File: src/rtl/bus_grant_arbiter_pkg.sv
`default_nettype none
// ============================================================================
// Module      : bus_grant_arbiter_pkg
// Description : Shared defaults and FSM state encoding for bus_grant_arbiter.
//               Optional macro BUS_GRANT_TIMEOUT_EN enables the tenure limit.
// Revision    : 1.0 - initial release
// ============================================================================
package bus_grant_arbiter_pkg;

  localparam int c_num_req  = 32;
  localparam int c_code_w   = 5;
  localparam int c_max_hold = 16;

  typedef enum logic [1:0] {
    IDLE = 2'd0,
    OWN  = 2'd1,
    TURN = 2'd2
  } arb_state_e;

endpackage
`default_nettype wire

File: src/rtl/bus_grant_arbiter_rr_pick.sv
`default_nettype none
// ============================================================================
// Module      : bus_grant_arbiter_rr_pick
// Description : Combinational round-robin picker. Rotates the request vector
//               so rr_ptr sits at bit 0, takes the lowest set bit, then maps
//               the result back to an absolute index and one-hot vector.
// Revision    : 1.0 - initial release
// ============================================================================
module bus_grant_arbiter_rr_pick
  import bus_grant_arbiter_pkg::*;
#(
  parameter int NUM_REQ = c_num_req,
  parameter int CODE_W  = c_code_w
) (
  input  logic [NUM_REQ-1:0] req,
  input  logic [CODE_W-1:0]  rr_ptr,
  output logic [NUM_REQ-1:0] win_onehot,
  output logic [CODE_W-1:0]  win_code,
  output logic               any_req
);

  localparam logic [CODE_W:0] c_n = (CODE_W+1)'(NUM_REQ);

  logic [NUM_REQ-1:0] req_rot;
  logic [CODE_W-1:0]  rot_first;

  // Rotate right by rr_ptr (modulo NUM_REQ) so the priority holder is bit 0
  always_comb begin
    logic [CODE_W:0] src;
    req_rot = '0;
    for (int i = 0; i < NUM_REQ; i++) begin
      src = {1'b0, CODE_W'(i)} + {1'b0, rr_ptr};
      if (src >= c_n) src = src - c_n;
      req_rot[i] = req[src[CODE_W-1:0]];
    end
  end

  // Fixed-priority pick of the lowest set bit in the rotated vector
  always_comb begin
    rot_first = '0;
    for (int i = NUM_REQ - 1; i >= 0; i--) begin
      if (req_rot[i]) rot_first = CODE_W'(i);
    end
  end

  assign any_req = |req;

  // Un-rotate the pick back to an absolute index and its one-hot form
  always_comb begin
    logic [CODE_W:0] abs_idx;
    abs_idx = {1'b0, rot_first} + {1'b0, rr_ptr};
    if (abs_idx >= c_n) abs_idx = abs_idx - c_n;
    win_code = any_req ? abs_idx[CODE_W-1:0] : '0;
    for (int j = 0; j < NUM_REQ; j++) begin
      win_onehot[j] = any_req && (win_code == CODE_W'(j));
    end
  end

endmodule
`default_nettype wire

File: src/rtl/bus_grant_arbiter.sv
`default_nettype none
// ============================================================================
// Module      : bus_grant_arbiter
// Description : Round-robin owner arbiter for the shared internal CPU bus.
//               Registered one-hot grant plus binary code, grant held for the
//               whole tenure, one turnaround cycle between owners.
//               Optional macro BUS_GRANT_TIMEOUT_EN: limits a tenure to
//               MAX_HOLD cycles and adds the timeout_pulse output.
// Revision    : 1.0 - initial release
// ============================================================================
module bus_grant_arbiter
  import bus_grant_arbiter_pkg::*;
#(
  parameter int NUM_REQ  = c_num_req,
  parameter int CODE_W   = c_code_w,
  parameter int MAX_HOLD = c_max_hold
) (
  input  logic               clk,
  input  logic               clr_n,
  input  logic [NUM_REQ-1:0] req,
  output logic [NUM_REQ-1:0] grant,
  output logic [CODE_W-1:0]  grant_code,
  output logic               grant_valid,
  output logic               turn
`ifdef BUS_GRANT_TIMEOUT_EN
  ,
  output logic               timeout_pulse
`endif
);

  // Reject configurations the picker and code width cannot represent
  if (NUM_REQ < 2 || NUM_REQ > 32 || CODE_W != $clog2(NUM_REQ) || MAX_HOLD < 1) begin : g_param_check
    $error("bus_grant_arbiter: illegal parameter combination");
  end

  arb_state_e         state_q, state_d;
  logic [NUM_REQ-1:0] grant_q, grant_d;
  logic [CODE_W-1:0]  code_q, code_d;
  logic [CODE_W-1:0]  rr_ptr_q, rr_ptr_d;

  logic [NUM_REQ-1:0] pick_onehot;
  logic [CODE_W-1:0]  pick_code;
  logic               pick_any;
  logic [CODE_W-1:0]  ptr_after_pick;
  logic               owner_req;
  logic               hold_expired;

  bus_grant_arbiter_rr_pick #(
    .NUM_REQ (NUM_REQ),
    .CODE_W  (CODE_W)
  ) u_rr_pick (
    .req        (req),
    .rr_ptr     (rr_ptr_q),
    .win_onehot (pick_onehot),
    .win_code   (pick_code),
    .any_req    (pick_any)
  );

  // The current owner still wants the bus
  assign owner_req = |(req & grant_q);

  // Priority moves to the index just past the winner, wrapping at the top
  assign ptr_after_pick = (pick_code == CODE_W'(NUM_REQ - 1)) ? '0 : pick_code + CODE_W'(1);

`ifdef BUS_GRANT_TIMEOUT_EN
  localparam int HOLD_W = $clog2(MAX_HOLD + 1);

  logic [HOLD_W-1:0] hold_q, hold_d;
  logic              to_pulse_q, to_pulse_d;

  assign hold_expired = (hold_q == HOLD_W'(MAX_HOLD - 1));

  // Hold counter: zero on entry to OWN, counts every cycle spent in OWN
  always_comb begin
    hold_d     = hold_q;
    to_pulse_d = (state_q == OWN) && owner_req && hold_expired;
    if (state_d == OWN && state_q != OWN) begin
      hold_d = '0;
    end else if (state_q == OWN) begin
      hold_d = hold_q + HOLD_W'(1);
    end
  end

  // Hold counter and timeout pulse registers
  always_ff @(posedge clk or negedge clr_n) begin
    if (!clr_n) begin
      hold_q     <= '0;
      to_pulse_q <= 1'b0;
    end else begin
      hold_q     <= hold_d;
      to_pulse_q <= to_pulse_d;
    end
  end

  assign timeout_pulse = to_pulse_q;
`else
  assign hold_expired = 1'b0;
`endif

  // Next-state and grant computation; arbitration happens only in IDLE/TURN
  always_comb begin
    state_d  = state_q;
    grant_d  = grant_q;
    code_d   = code_q;
    rr_ptr_d = rr_ptr_q;
    case (state_q)
      IDLE, TURN: begin
        if (pick_any) begin
          state_d  = OWN;
          grant_d  = pick_onehot;
          code_d   = pick_code;
          rr_ptr_d = ptr_after_pick;
        end else begin
          state_d = IDLE;
          grant_d = '0;
          code_d  = '0;
        end
      end
      OWN: begin
        if (!owner_req || hold_expired) begin
          state_d = TURN;
          grant_d = '0;
          code_d  = '0;
        end
      end
      default: begin
        state_d = IDLE;
        grant_d = '0;
        code_d  = '0;
      end
    endcase
  end

  // State, grant and round-robin pointer registers
  always_ff @(posedge clk or negedge clr_n) begin
    if (!clr_n) begin
      state_q  <= IDLE;
      grant_q  <= '0;
      code_q   <= '0;
      rr_ptr_q <= '0;
    end else begin
      state_q  <= state_d;
      grant_q  <= grant_d;
      code_q   <= code_d;
      rr_ptr_q <= rr_ptr_d;
    end
  end

  assign grant       = grant_q;
  assign grant_code  = code_q;
  assign grant_valid = |grant_q;
  assign turn        = (state_q == TURN);

endmodule
`default_nettype wire

File: config.mk
export PLATFORM = sky130hd
export DESIGN_NAME = bus_grant_arbiter
export DESIGN_NICKNAME = d
export VERILOG_FILES = /design/src/rtl/bus_grant_arbiter_pkg.sv /design/src/rtl/bus_grant_arbiter_rr_pick.sv /design/src/rtl/bus_grant_arbiter.sv
export SDC_FILE = /design/constraint.sdc
export NUM_CORES = 1
export LEC_CHECK = 0
export CAP_MARGIN = 20
export CORE_UTILIZATION = 50
export DETAILED_ROUTE_END_ITERATION = 8
export DONT_BUFFER_PORTS = 1
export GPL_TIMING_DRIVEN = 0
export HOLD_SLACK_MARGIN = 0.05
export PLACE_DENSITY = 0.66
export SLEW_MARGIN = 20
export SYNTH_ARGS = -nofsm -noshare
export SYNTH_HDL_FRONTEND = slang
export SYNTH_SLANG_ARGS = --single-unit
File: constraint.sdc
create_clock -name clk -period 17.74 [get_ports clk]
set_clock_uncertainty 0.1 [all_clocks]
set_input_delay 0.887 -clock clk [delete_from_list [all_inputs] [get_ports clk]]
set_output_delay 0.887 -clock clk [all_outputs]
set_load 0.05 [all_outputs]
; ---- Word-level counts from Yosys, hierarchy flattened
; Index checks and enable logic that the tools add are counted.
[op_classes]
shift = 0
add_sub_neg = 66
n_bitwise = 1
n_reduce_logical = 39
n_mul = 0
div = 0
eq_ne = 34
magnitude_cmp = 65
n_mux = 140
[op_table]
columns = op, count
row1 = $mux 5, 69
row2 = $ge 6x6->1 const B, 32
row3 = $lt 5x6->1 const B, 32
row4 = $sub 5x1->5 const B, 33
row5 = $bmux 1 s5, 32
row6 = $add 5x5->6 const A, 16
row7 = $reduce_or 32->1, 3
row8 = $eq 5x5->1 const B, 16
row9 = $mux 32, 2
row10 = $pmux 32 s2, 1
row11 = $add 4x5->6 const A, 8
row12 = $eq 5x4->1 const B, 8
row13 = $mux 1, 33
row14 = $and 32x32->32, 1
row15 = $logic_and 1x1->1, 32
row16 = $add 3x5->6 const A, 4
row17 = $eq 5x3->1 const B, 4
row18 = $add 2x5->6 const A, 2
row19 = $eq 5x2->1 const B, 2
row20 = $pmux 5 s2, 1
row21 = $add 1x5->6 const A, 1
row22 = $add 5x5->6, 1
row23 = $ge 5x6->1 const B, 1
row24 = $add 5x1->5 const B, 1
row25 = other kinds (10), 10
[totals]
memories = 0
latchBits = 0
ram_bits = 0
inputBits = 34
romBits = 0
reg_bits = 44
elab_cells = 349

; ---- Depth between registers and ports, before layout
[depth]
depth_word = 45
ltp_mapped = 28
mapped_depth_nobuf = 23

; ---- Hierarchy
; From an unflattened synthesis, not the netlist that was laid out.
[unflattened]
hier_cells = 505
area_unflattened_um2 = 5550.3
[modules_own_cells]
columns = module, cells_per_inst, area_each_um2, instances, seq_area_each_um2
row1 = bus_grant_arbiter_rr_pick, 356, 3674.8, 1, 0.0
row2 = bus_grant_arbiter, 149, 1875.5, 1, 1101.1

; ---- Worst setup path before layout
; No wires, ideal clock.
[synth_path]
path_kind = reg2reg
startpoint = reg rr_ptr_q[1]
endpoint = reg rr_ptr_q[3]
t_arrival_ns = 6.225
stages_incl_launch_ff = 28
slack_ns = 11.332
synth_period_minus_slack_ns = 6.408
t_required_ns = 17.557
path_cell_list = dfrtp_1 buf_1 buf_2 inv_1 ha_1 buf_2 buf_1 mux4_2 mux2i_1 or3b_1 nand3_1 o211ai_1 or4b_2 nor2_1 a31o_2 o2bb2ai_1 ha_1 inv_1 fa_1 nor2b_1 o21ai_0 nand2b_1 xnor2_1 a21oi_2 o21a_1 ha_1 or3_1 o21ai_0
[synth_via]
elab_chain_len = 43
word_cells_on_any_way = 231
classes_between = 66 x add/sub / 33 x order compare / 1 x eq/ne / 131 x mux
[synth_lines]
columns = item, line
row1 = start: declaration, bus_grant_arbiter.sv:39  ; logic [CODE_W-1:0] rr_ptr_q, rr_ptr_d;
row2 = start signal: assignment, bus_grant_arbiter.sv:145  ; rr_ptr_q <= rr_ptr_d;
row3 = $add 5x5->6, bus_grant_arbiter_rr_pick.sv:32  ; src = {1'b0, CODE_W'(i)} + {1'b0, rr_ptr};
row4 = $sub 5x1->5 or $ge 6x6->1 (tied branches), bus_grant_arbiter_rr_pick.sv:33  ; if (src >= c_n) src = src - c_n;
row5 = $mux 5, bus_grant_arbiter_rr_pick.sv:33
row6 = $bmux 1 s5, bus_grant_arbiter_rr_pick.sv:34  ; req_rot[i] = req[src[CODE_W-1:0]];
row7 = $mux 1 (implied by the code), bus_grant_arbiter_rr_pick.sv:34
row8 = $mux 5 (32 in a row), bus_grant_arbiter_rr_pick.sv:42  ; if (req_rot[i]) rot_first = CODE_W'(i);
row9 = $add 5x5->6 *, bus_grant_arbiter_rr_pick.sv:51  ; abs_idx = {1'b0, rot_first} + {1'b0, rr_ptr};
row10 = $sub 5x1->5 or $ge 6x6->1 (tied branches), bus_grant_arbiter_rr_pick.sv:52  ; if (abs_idx >= c_n) abs_idx = abs_idx - c_n;
row11 = $mux 5 *, bus_grant_arbiter_rr_pick.sv:52
row12 = $mux 5 *, bus_grant_arbiter_rr_pick.sv:53  ; win_code = any_req ? abs_idx[CODE_W-1:0] : '0;
row13 = $add 5x1->5 or $eq 5x5->1 (tied branches), bus_grant_arbiter.sv:63  ; assign ptr_after_pick = (pick_code == CODE_W'(NUM_REQ - 1)) ? '0 : pick_code + CODE_W'(1);
row14 = $mux 5 *, bus_grant_arbiter.sv:63
; Mark *: on every way between the ends. The rest lies on a longest branch, timed or not. The select of a mux whose other input is x is not followed.
; A chain may end at the register's enable or synchronous reset.

; ---- Final worst setup path
; Ends and elaborated chain as after synthesis.

==> impl_metrics.yaml <==
worst_setup_path:
  crit_required_ns: 17.85
  crit_arrival_ns: 8.13
  critPathTopFamily: "buffers and inverters"
  r2r_slack_ns: 9.71
  critPathSlowestCell: "or4b_2"
  worst_setup_path_start_kind: "flip-flop"
  path_class: "flip-flop to flip-flop"
  cp_max_fo: 10
  critPathMaxStageDelay_ns: 0.73
  worst-path-buf-inv: 6
  cp-end-kind: "flip-flop"
placed_design:
  dp_hpwl_um: 15700
  port-buffer-count: 0
  finalWeightedCongestion: 0.976
  dpl_cell_area_um2: 6140
synth:
  synth_simple_gate_area_share_pct: 20.6
  ys_seq_elements: 44
  synthFlopType: "dfrtp_1"
  synth_top_family_by_area: "multiplexers"
  synth_xor_area_share_pct: 4.94
  syn-num-nets: 682
  avgSynthCellArea_um2: 9.54
  synth_area_um2: 5950
  ys_types: 59
  synthArstFlopShare_pct: 100
  synth_edf_count: 0
  synth_warnings: 0
  synthAdderAreaFrac_pct: 5.17
  synth-compound-area-share_pct: 11.2
  syn-instance-count: 624
  seq_area_frac_synth_pct: 18.5
  synth.area.mux_share_pct: 35.5
clock_tree:
  cts-root-buf: "clkbuf_16"
  cts_sinks: 44
  cts_tree: "built"
  clkLatencyLatePin_ns: 0.29
  htree_levels: 2
  post_cts_resize_count: 0
  cts_buffers: 5
  clkTransAtPathRegs_ns: 0.06
  cts_setup_buffers: 0
  hold_buffers: 0
  clockBufferDepth: 2
layout:
  final_cell_area_um2: 6300
  fin_nets: 689
  post-route-util_pct: 54.7
  insertedDiodeCount: 0
  area_growth_pct: 5.78
  drive_above_1_share_pct: 18.2
floorplan:
  design.core.area_um2: 11500
  start_util_pct: 51.7
  pin_count: 73
  fp.dieW_um: 111
  die_h_um: 111
  rows: 39
  die_area_um2: 12300
grt:
  grt_max_degree: 45
  antenna_found_initial: 0
  grt_first_pass_wirelength_um: 31500
  first_global_vias: 5430
  grt-ovfl-total: 0
  grtUsageTotal_pct: 33.0
timing:
  rsz0062_at_grt: "no"
  relSlewSlack_pct: 38.5
  setup_tns_ns: 0
  min_period_over_period_pct: 45.2
  whs_ns: 0.189
  setup_viol: 0
  tightest_slew_ns: 0.920
  hold_violations: 0
  slew_viol_final: 0
  fmax_mhz: 125
  final.min_clock_period_ns: 8.03
detailed_routing:
  dr_total_vias: 5583
  route.antenna.remaining_nets: 0
  drc_errors: 0
  drt_wl_total_um: 20200
  vias_per_cell: 7.20
  wl_per_cell_um: 26.0
  drt_iter0_drc: 556
  firstDrtPassIters: 5
flow_run:
  cap_violations: 0
run_status:
  status: "completed"
min_path:
  hp-class: "primary input to async pin"
-- routing by layer --
layer	vias up	GRT usage [%]	routed length [um]
li1	2454	-	-
met1	2706	42.0	7610
met2	376	57.9	10100
met3	47	4.92	1880
met4	0	10.1	530
met5	-	0	0
-- metrics by stage --
step / cells / worst slack [ns]
6_report: 775 / 9.71
5_1_grt: 775 / 9.18
4_1_cts: 775 / 9.86
3_5_place_dp: 767 / 9.90
3_3_place_gp: 767 / 10.08
2_1_floorplan: 624 / 11.33
-- cell usage after synthesis (all sizes together), types with 20 or more instances --
cell type | n | area (um^2)
mux2i | 50 | 500
nor2 | 25 | 93.8
dfrtp | 44 | 1100
buf | 20 | 114
nand2 | 59 | 221
mux4 | 68 | 1530
ha | 23 | 288
nor3 | 28 | 161
nand3 | 65 | 325
o21ai | 46 | 230
xnor2 | 22 | 208
nor4 | 20 | 140
-- cell type report --
class	count	area, um^2
plain buffers	37	178
multi-input cells	525	4620
clock buffers	7	143
well taps	143	179
clock inverters	1	7.51
inverters	18	67.6
fillers	1046	5220
flip-flops and latches	44	1100
-- cell families (layout without fill, tap and decap cells) --
kind of cell               count (synthesis)  count (layout)
AOI/OAI and AO/OA                        107             107
muxes                                    125             125
and+or+nand+nor                          238             238
DFF                                       44              44
adders and majority gates                 24              24
xor gates and xnor gates                  31              31
buffers and inverters                     55              63
-- path summary, 6_finish.rpt --
check / endpoint / depth (start not counted) / startpoint
max in group asynchronous: grant[14] / 0 / clr_n
worst max register to register: rr_ptr_q[3] / 27 / rr_ptr_q[1]
worst min register to register: state_q[1] / 1 / state_q[1]
min in group clk: state_q[1] / 1 / state_q[1]
worst max-delay path: rr_ptr_q[3] / 27 / rr_ptr_q[1]
worst min-delay path: grant[12] / 0 / clr_n
-- worst register-to-register path: cells and delay by family, from the launching register on --
family          cells  cell delay [ns]
mux                 4             1.32
compound gates      7             1.04
xor+xnor            1             0.65
simple gates        5             1.43
buf+inv             6             1.81
flops               1             0.55
fa+ha+maj           4             1.02
-- flip-flops by register name, indices dropped and copies added, names as in the netlist --
signal and flops:
grant 32, grant_code 5, rr_ptr_q 5, state_q 2
-- layout by cell type (no fill, tap or decap), types with 10 or more instances in the layout --
cell	synthesis	routed
mux4_2	68	68
nand3_1	65	65
nand2_1	59	59
mux2i_1	50	50
dfrtp_1	44	44
nor2_1	25	25
o21ai_0	25	25
nor3_1	25	25
ha_1	23	23
o21ai_1	21	21
xnor2_1	20	19
nor4_1	19	19
clkbuf_1	17	18
a21oi_1	17	17
inv_1	16	16
a22oi_1	12	12
nand4_1	11	11
buf_2	10	10
Power is left out: the tool's default activity adds up to more than one toggle a clock period on the data nets, which glitch-free logic cannot reach.
